==> src/rtl/video_stream_ctrl.sv <==
// Pixel-clock stream qualifier: locks to fixed-geometry VSYNC/HSYNC/DE video,
// sequences a 3-line rotating line buffer and issues the timing-generator
// frame-start pulse.
module video_stream_ctrl #(
  parameter int unsigned HACT        = 640,
  parameter int unsigned VACT        = 480,
  parameter int unsigned LOCK_FRAMES = 2,
  parameter int unsigned CNT_W       = 12
) (
  input  logic             I_PCLK,
  input  logic             I_RST_N,
  input  logic             I_EN,
  input  logic             I_VSYNC,
  input  logic             I_HSYNC,
  input  logic             I_DE,
  output logic             O_LOCKED,
  output logic             O_LB_WE,
  output logic [1:0]       O_LB_WSEL,
  output logic [CNT_W-1:0] O_LB_WADDR,
  output logic             O_PROC_EN,
  output logic             O_VRST,
  output logic             O_ERR
);

  localparam logic [CNT_W-1:0] HACT_C   = CNT_W'(HACT);
  localparam logic [CNT_W-1:0] VACT_C   = CNT_W'(VACT);
  localparam logic [CNT_W-1:0] LINE_MAX = '1;
  localparam logic [CNT_W-1:0] TWO_C    = CNT_W'(2);
  localparam logic [3:0]       LOCK_C   = 4'(LOCK_FRAMES);

  typedef enum logic [1:0] {
    ST_IDLE    = 2'd0,
    ST_SEARCH  = 2'd1,
    ST_MEASURE = 2'd2,
    ST_LOCKED  = 2'd3
  } state_t;

  state_t           state_q, state_d;
  logic [3:0]       good_cnt_q, good_cnt_d;

  logic             vs_q, hs_q, de_q;
  logic             vs_rise, de_rise, de_fall;
  logic [CNT_W-1:0] pix_cnt_q, pix_cur;
  logic             ovf_q, ovf_cur;
  logic [CNT_W-1:0] line_cnt_q, line_cur, line_end;
  logic             bad_seen_q;
  logic             line_bad, frame_bad, lose_lock, lock_act;

  logic             locked_d, we_d, proc_d, vrst_d, err_d;
  logic [1:0]       wsel_d;
  logic [CNT_W-1:0] waddr_d;

  // HSYNC is only monitored; the registered copy feeds no control logic
  logic unused_hs;
  assign unused_hs = hs_q;

  // Single input register stage for edge decoding
  always_ff @(posedge I_PCLK or negedge I_RST_N) begin
    if (!I_RST_N) begin
      vs_q <= 1'b0;
      hs_q <= 1'b0;
      de_q <= 1'b0;
    end else begin
      vs_q <= I_VSYNC;
      hs_q <= I_HSYNC;
      de_q <= I_DE;
    end
  end

  assign vs_rise = I_VSYNC & ~vs_q;
  assign de_rise = I_DE & ~de_q;
  assign de_fall = ~I_DE & de_q;

  // Current-cycle views: a rising edge restarts the count in the same cycle
  assign pix_cur  = de_rise ? '0 : pix_cnt_q;
  assign ovf_cur  = de_rise ? 1'b0 : ovf_q;
  assign line_cur = vs_rise ? '0 : line_cnt_q;
  assign line_end = line_cnt_q + CNT_W'(de_fall);

  // Geometry checks; a line ending on the same cycle as VSYNC still counts
  assign line_bad  = de_fall & ((pix_cnt_q != HACT_C) | ovf_q);
  assign frame_bad = (line_end != VACT_C) | bad_seen_q | line_bad | I_DE;
  assign lose_lock = line_bad | (vs_rise & frame_bad);
  assign lock_act  = (state_q == ST_LOCKED) & I_EN;

  // Pixel/line counters and per-frame bad-line memory
  always_ff @(posedge I_PCLK or negedge I_RST_N) begin
    if (!I_RST_N) begin
      pix_cnt_q  <= '0;
      ovf_q      <= 1'b0;
      line_cnt_q <= '0;
      bad_seen_q <= 1'b0;
    end else begin
      pix_cnt_q <= (I_DE && (pix_cur != HACT_C)) ? pix_cur + CNT_W'(1) : pix_cur;
      ovf_q     <= ovf_cur | (I_DE & (pix_cur == HACT_C));
      if (vs_rise) begin
        line_cnt_q <= '0;
        bad_seen_q <= 1'b0;
      end else begin
        if (de_fall && (line_cnt_q != LINE_MAX)) begin
          line_cnt_q <= line_cnt_q + CNT_W'(1);
        end
        bad_seen_q <= bad_seen_q | line_bad;
      end
    end
  end

  // FSM state register
  always_ff @(posedge I_PCLK or negedge I_RST_N) begin
    if (!I_RST_N) begin
      state_q    <= ST_IDLE;
      good_cnt_q <= '0;
    end else begin
      state_q    <= state_d;
      good_cnt_q <= good_cnt_d;
    end
  end

  // FSM next-state and good-frame counting
  always_comb begin
    state_d    = state_q;
    good_cnt_d = good_cnt_q;
    if (!I_EN) begin
      state_d = ST_IDLE;
    end else begin
      case (state_q)
        ST_IDLE: state_d = ST_SEARCH;
        ST_SEARCH: begin
          if (vs_rise) begin
            good_cnt_d = '0;
            state_d    = ST_MEASURE;
          end
        end
        ST_MEASURE: begin
          if (vs_rise) begin
            if (frame_bad) begin
              good_cnt_d = '0;
            end else begin
              good_cnt_d = good_cnt_q + 4'd1;
              if (good_cnt_d == LOCK_C) begin
                state_d = ST_LOCKED;
              end
            end
          end
        end
        ST_LOCKED: begin
          if (lose_lock) begin
            state_d = ST_SEARCH;
          end
        end
        default: state_d = ST_IDLE;
      endcase
    end
  end

  // Next values of the registered outputs
  always_comb begin
    locked_d = (state_d == ST_LOCKED);
    we_d     = lock_act & I_DE & (pix_cur < HACT_C);
    waddr_d  = we_d ? pix_cur : '0;
    proc_d   = we_d & (line_cur >= TWO_C);
    vrst_d   = vs_rise & (state_d == ST_LOCKED);
    err_d    = O_ERR | (lock_act & lose_lock);
    wsel_d   = O_LB_WSEL;
    if ((state_d != ST_LOCKED) || vs_rise) begin
      wsel_d = 2'd0;
    end else if (de_fall) begin
      wsel_d = (O_LB_WSEL == 2'd2) ? 2'd0 : O_LB_WSEL + 2'd1;
    end
  end

  // Output register stage
  always_ff @(posedge I_PCLK or negedge I_RST_N) begin
    if (!I_RST_N) begin
      O_LOCKED   <= 1'b0;
      O_LB_WE    <= 1'b0;
      O_LB_WSEL  <= 2'd0;
      O_LB_WADDR <= '0;
      O_PROC_EN  <= 1'b0;
      O_VRST     <= 1'b0;
      O_ERR      <= 1'b0;
    end else begin
      O_LOCKED   <= locked_d;
      O_LB_WE    <= we_d;
      O_LB_WSEL  <= wsel_d;
      O_LB_WADDR <= waddr_d;
      O_PROC_EN  <= proc_d;
      O_VRST     <= vrst_d;
      O_ERR      <= err_d;
    end
  end

endmodule

==> config.mk <==
export PLATFORM = sky130hd
export DESIGN_NAME = video_stream_ctrl
export DESIGN_NICKNAME = d
export VERILOG_FILES = /design/src/rtl/video_stream_ctrl.sv
export SDC_FILE = /design/constraint.sdc
export NUM_CORES = 1
export LEC_CHECK = 0
export ABC_AREA = 1
export CAP_MARGIN = 20
export CORE_MARGIN = 4
export CORE_UTILIZATION = 55
export CTS_CLUSTER_SIZE = 40
export DETAILED_ROUTE_END_ITERATION = 7
export GPL_TIMING_DRIVEN = 0
export MAX_ROUTING_LAYER = met4
export PLACE_DENSITY_LB_ADDON = 0.2
export RECOVER_POWER = 50
export SYNTH_ARGS = -nofsm -noshare
export SYNTH_HDL_FRONTEND = slang
export SYNTH_SLANG_ARGS = --single-unit
export TNS_END_PERCENT = 20
==> constraint.sdc <==
create_clock -name I_PCLK -period 4.5 [get_ports I_PCLK]
set_input_delay 0.45 -clock I_PCLK [delete_from_list [all_inputs] [get_ports I_PCLK]]
set_output_delay 0.45 -clock I_PCLK [all_outputs]
set_load 0.02 [all_outputs]
# Word level (Yosys, flattened, before mapping)

Index checks and enable logic that the tools add are counted.

Bits in registers: 53
Logic and storage cells: 89

Add/subtract/negate cells: 5
Magnitude comparators: 2
Eq/ne operators: 14
Multiplexer cells: 22
Bitwise gates (word level): 23
Reduce and logical (&&, ||, !) cells: 8

Operators by type and width:

| kind                                                                            | number |
|---|---|
| 12-bit 2-to-1 mux                                                               | 6 |
| 12-bit by 1-bit adder with 12-bit output (second input constant)                | 2 |
| 12-bit by 10-bit inequality test with 1-bit output (second input constant)      | 2 |
| 2-bit 2-to-1 mux                                                                | 9 |
| 12-bit by 1-bit adder with 12-bit output                                        | 1 |
| 1-bit bitwise AND                                                               | 12 |
| 12-bit by 10-bit equality test with 1-bit output (second input constant)        | 1 |
| 12-bit by 2-bit >= comparator with 1-bit output (second input constant)         | 1 |
| 12-bit by 10-bit less-than comparator with 1-bit output (second input constant) | 1 |
| 4-bit 2-to-1 mux                                                                | 3 |
| 12-bit inequality test (second input constant)                                  | 1 |
| 12-bit by 9-bit inequality test with 1-bit output (second input constant)       | 1 |
| 2-bit equality test (second input constant)                                     | 4 |
| 1-bit OR                                                                        | 8 |
| 2-bit one-hot mux with 4 select lines                                           | 1 |
| 4-bit one-hot mux with 2 select lines                                           | 1 |
| 2-bit inequality test (second input constant)                                   | 3 |
| 2-bit nonzero test                                                              | 3 |
| 4-bit by 1-bit adder with 4-bit output (second input constant)                  | 1 |
| 4-bit by 2-bit equality test with 1-bit output (second input constant)          | 1 |
| 4-bit AND reduction                                                             | 1 |
| 1-bit NOT                                                                       | 3 |
| 2-bit by 1-bit adder with 2-bit output (second input constant)                  | 1 |
| 2-bit by 1-bit equality test with 1-bit output (second input constant)          | 1 |
| other kinds (4)                                                                 | 6 |

# Logic depth before layout (Yosys ltp)

Gate-level depths: netlist of the first run.

Word-level depth: 15
Gate-level depth with buffers: 18
Depth with buffers taken out: 18

# Worst setup path after synthesis of the first run

No wires, ideal clock.

Path kind: input -> register
Start: in I_DE
End: reg O_LB_WSEL[0]
Library setup time: 72 ps
Arrival: 2,041 ps
Data required time: 4,428 ps
Setup slack: 2,387 ps
Cell stages on the path: 17
Buffers on the path: 0
Cells stage by stage: nor2_1 ha_1 ha_1 inv_1 nor2_4 nand2_1 nand2_1 nand2_1 nor2_1 nand2_1 nor2_1 nand2_1 nand2_1 nand3_1 nand2_1 nand3_1 nor2_1

Cells in the longest elaborated chain, start to end: 15
Elaborated cells between the ends (all ways): 19
Those cells by class: add/sub: 1; eq/ne: 2; mux: 6; bitwise: 8; reduce/logical: 2

Ends and longest elaborated chain:

| what                                                          | line | text |
|---|---|---|
| from (decl)                                                   | 15   | `input logic I_DE,` |
| 1-bit NOT                                                     | 72   | `assign de_fall = ~I_DE & de_q;` |
| 1-bit bitwise AND                                             | 72   |  |
| 12-bit by 1-bit adder with 12-bit output                      | 78   | `assign line_end = line_cnt_q + CNT_W'(de_fall);` |
| 12-bit by 9-bit inequality test with 1-bit output             | 82   | `assign frame_bad = (line_end != VACT_C) \| bad_seen_q \| line_bad \| I_DE;` |
| 1-bit OR (3 in a row)                                         | 82   |  |
| 1-bit bitwise AND                                             | 83   | `assign lose_lock = line_bad \| (vs_rise & frame_bad);` |
| 1-bit OR                                                      | 83   |  |
| 2-bit 2-to-1 mux                                              | 147  | `if (lose_lock) begin` |
| 2-bit one-hot mux with 4 select lines                         | 126  | `case (state_q)` |
| 2-bit 2-to-1 mux                                              | 123  | `if (!I_EN) begin` |
| 2-bit inequality test                                         | 165  | `if ((state_d != ST_LOCKED) \|\| vs_rise) begin` |
| 1-bit logical OR                                              | 165  |  |
| 2-bit 2-to-1 mux / 2-bit nonzero test (equally long branches) | -    |  |
| to (signal assigned)                                          | 185  | `O_LB_WSEL <= wsel_d;` |
| to (decl)                                                     | 18   | `output logic [1:0] O_LB_WSEL,` |

Parallel ways exist; a longest one is shown, timed or not.
A chain may end at the register's enable or synchronous reset.

# Final worst setup path of the first run

Same ends and word-level chain as after synthesis.

==> out/results.tsv, run 1 <==
stage	metric	value	unit
outcome	status	finished with violations	
outcome	failing checks	capacitance limit, slew limit	
power_and_ir_drop	power density cells	286.3	nW/um^2
grt	vias in the first global route	2378	
layout	diodes inserted	0	
logic_synthesis	Synth Register Bits	53	
clocking	deepest clock path buffer count	2	
logic_synthesis	Post-Synth XOR/XNOR Area	0.03752	
layout	design area	3203	um^2
hold_path	Hold WC Path Type	in2async	
sta	RSZ-0062 raised after global routing	no	
logic_synthesis	area of the mapped netlist	2801	um^2
clocking	CTS Buf Count	5	
setup_path	WS Path Type	in2reg	
placement	pre-CTS setup slack	1350	ps
clocking	CTS sink cnt	53	
placement	IO Port Bufs	23	
setup_path	Setup crit start	I_DE	
setup_path	Worst R2R Start	de_q	
route	iteration-0 DRC count of the detailed router	181	
floorplan	number of I/O pins	25	
logic_synthesis	sequential fraction of the synthesis area	0.4734	
logic_synthesis	Cells after Synth	355	
setup_path	Arrival @ worst endpoint	3150	ps
grt	total grt overflow	0	
route	drt wl/cell	12.22	um
power_and_ir_drop	worst vdd ir	0.2182	mV
layout	Final Util	0.6649	
sta	Worst-Margin Slew	1672	ps
power_and_ir_drop	P_leak	1.503	nW
route	DRC viols	0	
layout	share of post-route cells with drive strength above 1	0.07216	
grt	wire length of the first global-routing pass	10270	um
clocking	CTS-repair resized insts	0	
clocking	# hold bufs at CTS	0	
layout	# nets final	400	
route	routed vias/inst	5.095	
logic_synthesis	Yosys cell types	31	
logic_synthesis	post-synthesis simple-gate area fraction	0.3055	
sta	crit share post-route	0.6458	
logic_synthesis	largest family of logic cells by synthesized area	simple AND/OR/NAND/NOR gates	
grt	GR Util All Layers	0.2072	
job	Max Cap Viol	1	
route	1st-pass router iterations	5	
logic_synthesis	adder-cell share of the synthesized area	0.03126	
clocking	CTS tree	yes	
logic_synthesis	syn_area_per_cell	7.891	um^2
sta	crit path time final	2906	ps
placement	routability-driven placement congestion ratio	0.9476	
clocking	Reg clk slew, reported paths	100	ps
sta	Worst Skew	9.418	ps
logic_synthesis	Ys Warns	0	
setup_path	r2r setup slk	1990	ps
grt	largest net degree at the start of global routing	33	
clocking	H-tree lvl count	2	
floorplan	CORE AREA	4817	um^2
sta	Final Setup Violations	0	
setup_path	critical path required time	4740	ps
setup_path	Worst Reg-to-Reg Cells	18	
sta	Slew Viols, Final	33	
floorplan	Vert. Die Dim	79.37	um
floorplan	Initial Util	0.5816	
floorplan	row count	25	
sta	setup_tns	0	ps
floorplan	Die Footprint	6300	um^2
placement	DP Area	3134	um^2
logic_synthesis	mux share of post-synthesis cell area	0.003573	
placement	hpwl dp	4282	um
clocking	clk_lat worst skew	310	ps
sta	final setup margin	1594	ps
route	Final ANT Viol Nets	0	
sta	fmax	0.3441	GHz
grt	initial antenna violation count	0	
sta	Slew HR	-0.1143	
setup_path	reg2reg end	O_LB_WSEL[0]	
setup_path	crit end category	flip-flop	
floorplan	Die Span X	79.37	um
sta	Hold Vio Cnt, Final	0	
setup_path	startpoint types	input pin	
clocking	setup bufs post-CTS	0	
layout	Area Overhead vs Synth	14.34	%
clocking	Clock Tree Root	clkbuf_8	
logic_synthesis	Synth Area in Compound Gates	0.07146	
route	total routed wirelength	5560	um
layout	Fillers	439	
route	total number of vias	2318	
setup_path	Crit Path Max Fanout	6	
-- final cells by class --
type,count,area (um^2),share of cell area
buffer,3,17.52,0.005469
clock buffer,6,72.57,0.02266
clock inverter,2,13.76,0.004297
inverter,52,195.2,0.06094
multi-input combinational,248,1266,0.3953
sequential,53,1326,0.4141
tap,67,83.83,0.02617
timing repair buffer,24,227.7,0.07109
-- state kept, by name, summed over array words and instances, names as in the netlist, 2 cells and up --
signal	flops
pix_cnt_q	12
line_cnt_q	12
O_LB_WADDR	12
O_LB_WSEL	2
good_cnt_q	4
state_q	2
-- synthesized netlist by cell type --
cell type | instances | area [um^2]
a211oi_1 | 2 | 15.01
a21o_1 | 1 | 7.510
a21oi_1 | 15 | 75.07
a21oi_2 | 1 | 8.760
a31oi_1 | 1 | 6.260
buf_2 | 2 | 10.01
buf_4 | 1 | 7.510
conb_1 | 1 | 3.750
dfrtp_1 | 53 | 1326
ha_1 | 7 | 87.58
inv_1 | 48 | 180.2
inv_2 | 4 | 15.01
mux2i_1 | 1 | 10.01
nand2_1 | 79 | 296.5
nand2_2 | 2 | 12.51
nand2_4 | 1 | 11.26
nand3_1 | 21 | 105.1
nand4_1 | 7 | 43.79
nor2_1 | 48 | 180.2
nor2_2 | 3 | 18.77
nor2_4 | 4 | 45.04
nor3_1 | 17 | 85.08
nor3_2 | 2 | 20.02
nor4_1 | 3 | 18.77
nor4_2 | 1 | 12.51
o21ai_0 | 9 | 45.04
o21ai_1 | 6 | 30.03
o22ai_1 | 2 | 12.51
or3_1 | 1 | 6.260
xnor2_1 | 5 | 43.79
xor2_1 | 7 | 61.31
-- power breakdown --
group | switching, mW | total, mW | internal (mW)
Clock | 0.157 | 0.268 | 0.111
Sequential | 0.0172 | 0.516 | 0.499
Combinational | 0.0844 | 0.132 | 0.0481
-- cells by family (layout without fill, tap and decap cells) --
family	Yosys count	in the layout
compound gates	37	37
fa+ha+maj	7	7
other cells	1	2
flops	53	53
buf+inv	55	87
xor+xnor	12	12
mux	1	1
simple gates	189	189
-- routing by layer --
metal / up-vias / routed length, um / track usage
li1: 1198 / - / -
met1: 1067 / 2574 / 0.2617
met2: 47 / 2725 / 0.3392
met3: 6 / 227 / 0.04176
met4: 0 / 32 / 0.06186
met5: - / 0 / -
-- layout by cell type, fill, tap and decap left out, types with 2 or more instances in the layout --
| cell | instances |
|---|---|
| a211oi_1 | 2 |
| a21oi_1 | 15 |
| buf_2 | 2 |
| clkbuf_1 | 3 |
| clkbuf_8 | 5 |
| clkdlybuf4s50_1 | 17 |
| conb_1 | 2 |
| dfrtp_1 | 53 |
| dlygate4sd3_1 | 5 |
| ha_1 | 7 |
| inv_1 | 48 |
| inv_2 | 4 |
| nand2_1 | 79 |
| nand2_2 | 2 |
| nand3_1 | 21 |
| nand4_1 | 7 |
| nor2_1 | 48 |
| nor2_2 | 3 |
| nor2_4 | 4 |
| nor3_1 | 17 |
| nor3_2 | 2 |
| nor4_1 | 3 |
| o21ai_0 | 9 |
| o21ai_1 | 6 |
| o22ai_1 | 2 |
| xnor2_1 | 5 |
| xor2_1 | 7 |
-- how the worst max path moves through the flow --
| stage | cells past startpoint | endpoint | slack (ps) |
|---|---|---|---|
| CTS | 18 | O_LB_WSEL[0] | 1670 |
| global route | 18 | O_LB_WSEL[0] | 1320 |
| global placement | 1 | O_LB_WADDR[9] | 1380 |
| detailed placement | 18 | O_LB_WSEL[0] | 1350 |
| floorplan | 17 | O_LB_WSEL[0] | 2390 |
| finish | 18 | O_LB_WSEL[0] | 1590 |
-- metrics by stage --
stage | cells | hold slack [ps] | total power, mW
6_report | 455 | 332.7 | 0.9171
5_1_grt | 455 | 437.1 | 0.9731
2_1_floorplan | 356 | 154.4 | 0.6137
3_5_place_dp | 447 | 454.0 | 0.6620
3_3_place_gp | 446 | 463.4 | 0.6577
4_1_cts | 455 | 117.0 | 0.9302
-- worst max-delay path: stages --
cell           delay (ps)
dlygate4sd3_1         660
nor2_1                290
ha_1                  230
ha_1                  160
inv_1                  90
nor2_4                170
nand3_1                90
nand2_1                70
inv_1                  40
nor2_1                 90
nand2_1                60
nor2_1                150
nand2_1               100
nand2_1                90
nand3_1                90
nand2_1                90
nand3_1               100
nor2_1                130
Power figures use the tool's default switching activity.
==> run 2, diff against run 1 <==
- CORE_UTILIZATION: 55 -> 52
- clock period: 4.5 -> 2.54 ns (I/O delays scaled with it)
==> run 2 against run 1 <==
  * The flow now finishes without violations
  * Routed wire length up 4.8%
  * Total power up 91%
  * Cell count up 1.1%
  * Core utilization down 2.7 points
  * Highest routed layer unchanged
  * Sequential share of layout area down 1.2 points
  * Clock-buffer cell count up 1
  * Critical endpoint unchanged
  * Non-clock buffer count up 2
  * Register-to-register slack worse by 1700 ps
  * Clock skew down 4.0 ps
  * Combinational power up 86%
==> out/results.tsv, run 2 (synthesized netlist as in run 1, its figures left out) <==
stage	metric	value	unit
layout	share of post-route cells with drive strength above 1	0.1026	
setup_path	Worst Reg-to-Reg Cells	16	
route	routed vias/inst	5.152	
sta	Final Setup Violations	0	
grt	initial antenna violation count	0	
clocking	H-tree lvl count	2	
placement	dpl cells	450	
layout	diodes inserted	0	
floorplan	Vert. Die Dim	81.40	um
setup_path	r2r setup slk	240	ps
setup_path	Setup crit start	de_q	
layout	Area Overhead vs Synth	17.78	%
job	Max Cap Viol	0	
route	Final ANT Viol Nets	0	
layout	final cell count without fillers	460	
floorplan	Die Span X	81.40	um
route	total routed wirelength	5827	um
route	total number of vias	2370	
setup_path	reg2reg end	O_LB_WSEL[0]	
grt	largest net degree at the start of global routing	30	
sta	Slew HR	0.08521	
power_and_ir_drop	P_leak	1.529	nW
power_and_ir_drop	Design Power	1.749	mW
sta	Worst Skew	5.453	ps
setup_path	WS Path Type	reg2reg	
sta	final setup margin	242.3	ps
outcome	status	finished clean	
grt	vias in the first global route	2375	
clocking	CTS tree	yes	
setup_path	startpoint types	flip-flop	
sta	Worst-Margin Slew	1372	ps
layout	most common cell after layout, fill and taps aside	nand2_1	
sta	setup_tns	0	ps
placement	IO Port Bufs	23	
setup_path	Crit Path Max Fanout	6	
clocking	clk_lat worst skew	300	ps
route	drt wl/cell	12.67	um
floorplan	Die Footprint	6626	um^2
floorplan	Initial Util	0.5416	
sta	crit path time final	2298	ps
grt	wire length of the first global-routing pass	10270	um
placement	hpwl dp	4421	um
clocking	CTS sink cnt	53	
grt	GR Util All Layers	0.2050	
power_and_ir_drop	worst vdd ir	0.3584	mV
clocking	deepest clock path buffer count	2	
layout	# nets final	402	
sta	final hold slack	388.9	ps
placement	routability-driven placement congestion ratio	0.9333	
grt	total grt overflow	0	
floorplan	CORE AREA	5172	um^2
setup_path	Arrival @ worst endpoint	2540	ps
setup_path	crit end category	flip-flop	
route	DRC viols	0	
clocking	Clock Tree Root	clkbuf_8	
setup_path	CP endpoint	O_LB_WSEL[0]	
clocking	Reg clk slew, reported paths	90	ps
hold_path	Hold WC Path Type	in2reg	
layout	leading cell types in the layout, fill and taps excluded	nand2_1 (78), dfrtp_1 (53), inv_1 (47)	
floorplan	row count	26	
layout	top flop regs	O_LB_WADDR: 12 flops, line_cnt_q: 12 flops, pix_cnt_q: 12 flops	
setup_path	Worst R2R Start	de_q	
hold_path	Hold Crit Depth	1	
power_and_ir_drop	power density cells	530.1	nW/um^2
floorplan	number of I/O pins	25	
sta	crit share post-route	0.9046	
sta	fmax	0.4352	GHz
route	1st-pass router iterations	4	
sta	Slew Viols, Final	0	
clocking	CTS Buf Count	5	
layout	Fillers	458	
sta	Hold Vio Cnt, Final	0	
route	iteration-0 DRC count of the detailed router	130	
setup_path	critical path required time	2780	ps
placement	pre-CTS setup slack	-452.4	ps
-- run 2: cell count changes in the layout (fill, tap and decap cells not counted), moves of 2 or more --
cell / delta
nand3_2: +3
ha_1: -2
nor2_1: -3
nor2_2: +2
nand3_1: -3
-- run 2: per-stage QoR --
step	instance area, um^2	util
2_1_floorplan	2805	-
3_3_place_gp	3123	0.6038
3_5_place_dp	3138	0.6067
4_1_cts	3271	0.6323
5_1_grt	3299	0.6379
6_report	3299	0.6379
-- run 2: how the worst min path moves through the flow --
stage | startpoint | endpoint
finish | I_DE | de_q
global route | I_DE | de_q
CTS | I_DE | de_q
detailed placement | I_RST_N | line_cnt_q[8]
global placement | O_ERR | O_ERR
floorplan | I_RST_N | O_ERR
-- run 2: power breakdown --
part	internal, mW	switching, mW	total (mW)
Combinational	0.0891	0.157	0.246
Clock	0.322	0.265	0.586
Sequential	0.884	0.0325	0.917
-- run 2: routing by layer --
metal,part of all wire,vias up,track usage
li1,-,1206,-
met1,0.45,1112,0.2369
met2,0.52,46,0.3599
met3,0.027,6,0.04102
met4,0.0089,0,0.05743
met5,0,-,-
-- run 2: cell type report --
class / count / area (um^2) / share of cell area
plain buffers: 3 / 17.52 / 0.005309
clock inverters: 1 / 30.03 / 0.009101
repair buffers: 26 / 245.2 / 0.07433
flip-flops and latches: 53 / 1326 / 0.4020
well taps: 70 / 87.58 / 0.02655
clock buffers: 7 / 86.33 / 0.02617
inverters: 52 / 195.2 / 0.05916
multi-input cells: 248 / 1311 / 0.3974
-- run 2: worst max-delay path, cell delays in order (launching register included) --
cell and delay [ps]:
dfrtp_1 410, inv_2 80, nor2_4 150, ha_4 150
ha_2 170, inv_2 50, nor2_4 160, nand3_2 90
nand2_1 60, inv_1 40, nor2_1 110, nand2_1 90
nor2_2 100, nand3_1 110, a21oi_2 230, nand3_2 120
nor2_2 120
-- run 2: timing repair --
action,in CTS,in global routing
setup buffers,0,1
hold buffers,1,0
endpoints found under the hold margin,24,0
endpoints found under the setup margin,7,7
cloned,0,0
gates resized for setup,3,10
pin swaps,0,6
==> edit 1: new RTL, settings of run 1 <==
The 4 states of `state_t` get a Gray code encoding in 2 bits.
--- a/src/rtl/video_stream_ctrl.sv
+++ b/src/rtl/video_stream_ctrl.sv
@@ -30,8 +30,8 @@
 
   typedef enum logic [1:0] {
-    ST_IDLE    = 2'd0,
-    ST_SEARCH  = 2'd1,
-    ST_MEASURE = 2'd2,
-    ST_LOCKED  = 2'd3
+    ST_IDLE    = 2'b00,
+    ST_SEARCH  = 2'b01,
+    ST_MEASURE = 2'b11,
+    ST_LOCKED  = 2'b10
   } state_t;
 
Function: same outputs for any inputs over 10 cycles, from zero or initial values and one cycle with I_RST_N low; not proved beyond that.
==> edit 1 against run 1 <==
- the run still ends with capacitance limit, slew limit left
- register-to-register slack worse by 160 ps
- routed wire length is 4.4% higher
- critical path depth unchanged
- final cell count fell by 0.66%
- final area increased by 2.0%
- setup slack got worse by 220 ps
- utilization grew 0.43 points
- area after synthesis rose by 2.1%
- total power up 0.74%
- clock power rose by 3%
- via count increased by 1.7%
- sequential cell count unchanged
- global-route usage shrank 0.48 points
==> edit 1: results <==
metrics = {
    "layout": {
        "buffers": 32,
        "seq_cell_count": 53,
        "multi_input_area_share": 0.395,
        "clk_share": 0.0276,
        "nFillCells": 419,
        "multi_input_gates": 239,
        "syn_to_final_growth_pct": 14.1,
        "drive_gt1_frac": 0.125,
        "inverters": 53,
    },
    "global_route": {
        "grt_pass1_vias": 2117,
        "grt_pass1_wl_mm": 9.79,
        "use_met2": 0.304,
        "grtUsageTotal": 0.202,
    },
    "synth": {
        "muxShareOfSynthArea": 0,
        "synth_xor_area_frac": 0.0398,
        "ys_top_cells_by_count": "67 x nand2_1, 53 x dfrtp_1, 50 x nor2_1",
        "yosysSeqAreaShare": 0.463,
    },
    "drt": {
        "vias": 2358,
        "routed_wl_mm": 5.80,
        "met2WireLength_mm": 2.59,
        "wl_met3_um": 365,
        "drtIter0Drc": 186,
        "wl_met1_mm": 2.74,
    },
    "placement": {
        "place_area_sq_um": 3190,
        "dp_worst_setup_slack_ps": 1200,
        "dpl.hpwl_mm": 4.39,
    },
    "timing": {
        "relSlewSlack": -0.261,
        "skew_ps": 6.47,
        "slew_violations": 38,
    },
    "die": {
        "die_w_um": 80.1,
    },
    "pwr": {
        "p_leak_nw": 1.50,
    },
    "critical_path": {
        "critPathMaxStageDelay_ps": 640,
    },
    "outcome": {
        "violations": "capacitance limit, slew limit",
        "status": "finished with violations",
    },
    "run": {
        "maxCapViolCount": 1,
    },
}
-- edit 1: changes by cell type in the layout (fill, tap and decap cells not counted), moves of 3 or more --
cell / run 1 / this run
nand2_1: 79 / 67
nor2_4: 4 / 1
inv_1: 48 / 42
nand2_2: 2 / 9
nand3_1: 21 / 13
inv_2: 4 / 8
a21oi_1: 15 / 7
-- edit 1: worst max path at each step --
stage / start / cells after the start / endpoint / slack (ps)
4_1_cts: I_DE / 18 / O_VRST / 1510
3_3_place_gp: I_DE / 18 / O_VRST / 1250
3_5_place_dp: I_DE / 18 / O_VRST / 1200
2_1_floorplan: I_DE / 17 / O_VRST / 2230
6_report: I_DE / 18 / O_VRST / 1380
5_1_grt: I_DE / 18 / O_VRST / 1100
-- edit 1: power by group --
part	switching (mW)	total (mW)	internal [mW]	leakage, nW
combinational	0.0869	0.135	0.0480	0.736
clock	0.166	0.277	0.111	0.0445
sequential	0.0152	0.512	0.497	0.718
==> edit 2: new RTL, config.mk and constraints of run 1 <==
Made on the original files. The parameter `CNT_W` goes from 12 to 8.
--- a/src/rtl/video_stream_ctrl.sv
+++ b/src/rtl/video_stream_ctrl.sv
@@ -6,5 +6,5 @@
   parameter int unsigned VACT        = 480,
   parameter int unsigned LOCK_FRAMES = 2,
-  parameter int unsigned CNT_W       = 12
+  parameter int unsigned CNT_W       = 8
 ) (
   input  logic             I_PCLK,
Ports: changed (resized O_LB_WADDR); port bits go from 25 to 21. The function was not compared with the original's and may differ.
==> edit 2 against run 1 <==
- the flow still finishes with violations (capacitance limit, slew limit)
- area after synthesis shrank 26%
- setup slack improved by 130 ps
- final cell count down 31%
- total power decreased by 17%
- synthesized cell count is 32% lower
- sequential cell count down 12
- critical path type unchanged
- final area fell by 26%
- routed wire length fell by 33%
- critical path depth is 5 lower
==> edit 2: results <==
metrics = {
    "global_route": {
        "grtUsageTotal": 0.180,
        "grt_max_degree": 42,
        "grt_pass1_wl_mm": 6.71,
        "grt-ovfl-total": 0,
        "antenna_found_initial": 0,
    },
    "synth": {
        "synth.distinct_cells": 31,
        "synth_compound_area_frac": 0.0818,
        "synth_top_family_by_area": "simple AND/OR/NAND/NOR gates",
        "synth_adder_area_share": 0.0421,
        "synth-async-reset-ratio": 1.00,
        "yosys-top-cells-area": "dfrtp_1 49%, nand2_1 6.7%, nor2_1 6.7%, inv_1 6.3%, ha_1 4.2%",
        "yosysSeqAreaShare": 0.493,
        "ys_warn_count": 0,
        "ys_top_cells_by_count": "41 x dfrtp_1, 37 x nand2_1, 37 x nor2_1",
        "muxShareOfSynthArea": 0.00481,
        "synth-edff-count": 0,
        "synth-main-ff-cell": "dfrtp_1",
        "synth_xor_area_frac": 0.0379,
        "synth_nets": 254,
    },
    "drt": {
        "first_pass_iters": 4,
        "vias": 1578,
        "wl_per_cell_um": 11.8,
        "drtIter0Drc": 79,
    },
    "cts": {
        "cts_hold_buffers": 0,
        "clk_latency_ps": 290,
        "cts.htree.levels": 2,
        "cts_made_buffers": 5,
        "cts_resized": 0,
        "clk_pin_slew_ps": 70,
        "root_buffer": "clkbuf_8",
        "clockBufferDepth": 2,
        "cts_setup_buffers": 0,
    },
    "layout": {
        "largestRegisters": "O_LB_WADDR x8, line_cnt_q x8, pix_cnt_q x8",
        "layout.nets": 280,
        "drive_gt1_frac": 0.0970,
        "num_antenna_cells": 0,
    },
    "placement": {
        "dpl.hpwl_mm": 2.75,
        "io_buffers": 19,
        "gp_congestion": 0.911,
    },
    "pwr": {
        "p_leak_nw": 1.10,
        "ir_drop_mv": 0.245,
    },
    "critical_path": {
        "slowest_stage": "dlygate4sd3_1",
        "worstPathMaxFanout": 7,
        "crit_family": "simple AND/OR/NAND/NOR gates",
        "critPathMaxStageDelay_ps": 650,
        "arrival_ps": 2980,
    },
    "timing": {
        "slew_violations": 42,
        "tightest_slew_ps": 2070,
        "skew_ps": 5.95,
    },
    "run": {
        "maxCapViolCount": 1,
    },
    "outcome": {
        "status": "finished with violations",
        "violations": "capacitance limit, slew limit",
    },
    "hold_path": {
        "hp-class": "flip-flop to flip-flop",
    },
}
-- edit 2: cell types whose count changed in the layout (fill, tap and decap cells not counted), sizes merged, moves of 3 or more --
cell,run 1,this run
nor3,19,5
nand4,7,4
dfrtp,53,41
a21oi,16,10
nor2,55,43
inv,53,37
nand3,21,18
nand2,82,42
-- edit 2: worst paths after layout --
kind	startpoint	endpoint	slack (ps)	depth (start not counted)
worst max-delay path	I_DE	good_cnt_q[0]	1730	13
worst min-delay path	O_ERR	O_ERR	470	1
worst max register to register	de_q	good_cnt_q[0]	2220	13
worst min register to register	O_ERR	O_ERR	470	1
max in group asynchronous	I_RST_N	good_cnt_q[0]	2560	1
min in group asynchronous	I_RST_N	O_VRST	740	1
-- edit 2: power breakdown --
group	internal [mW]	switching, mW
Sequential	0.392	0.0164
Combinational	0.0462	0.0768
Clock	0.108	0.123
-- edit 2: cell type report --
type / count / area [sq um]
plain buffers: 1 / 11.3
clock buffers: 6 / 72.6
clock inverters: 2 / 10.0
fillers: 337 / 1280
inverters: 38 / 145
multi-input cells: 161 / 875
flip-flops and latches: 41 / 1030
well taps: 48 / 60.1
repair buffers: 19 / 184
-- edit 2: logic make-up (layout without fill, tap and decap cells) --
family,Yosys count,in the layout
fa+ha+maj,7,7
flops,41,41
mux,1,1
simple gates,116,116
xor+xnor,9,9
buf+inv,39,66
other cells,1,1
compound gates,27,27
-- edit 2: through the flow --
stage                     cells  instance area (sq um)  setup slack (ps)
after floorplan             241                   2080              2510
after global placement      308                   2330              1660
after detailed placement    308                   2320              1610
after CTS                   316                   2410              1910
after global routing        316                   2380              1530
final                       316                   2380              1730
-- edit 2: layer usage --
layer	wire length [um]	global-route usage
met1	1820	0.229
met2	1690	0.275
met3	181	0.0478
met4	57	0.0694
met5	0	-
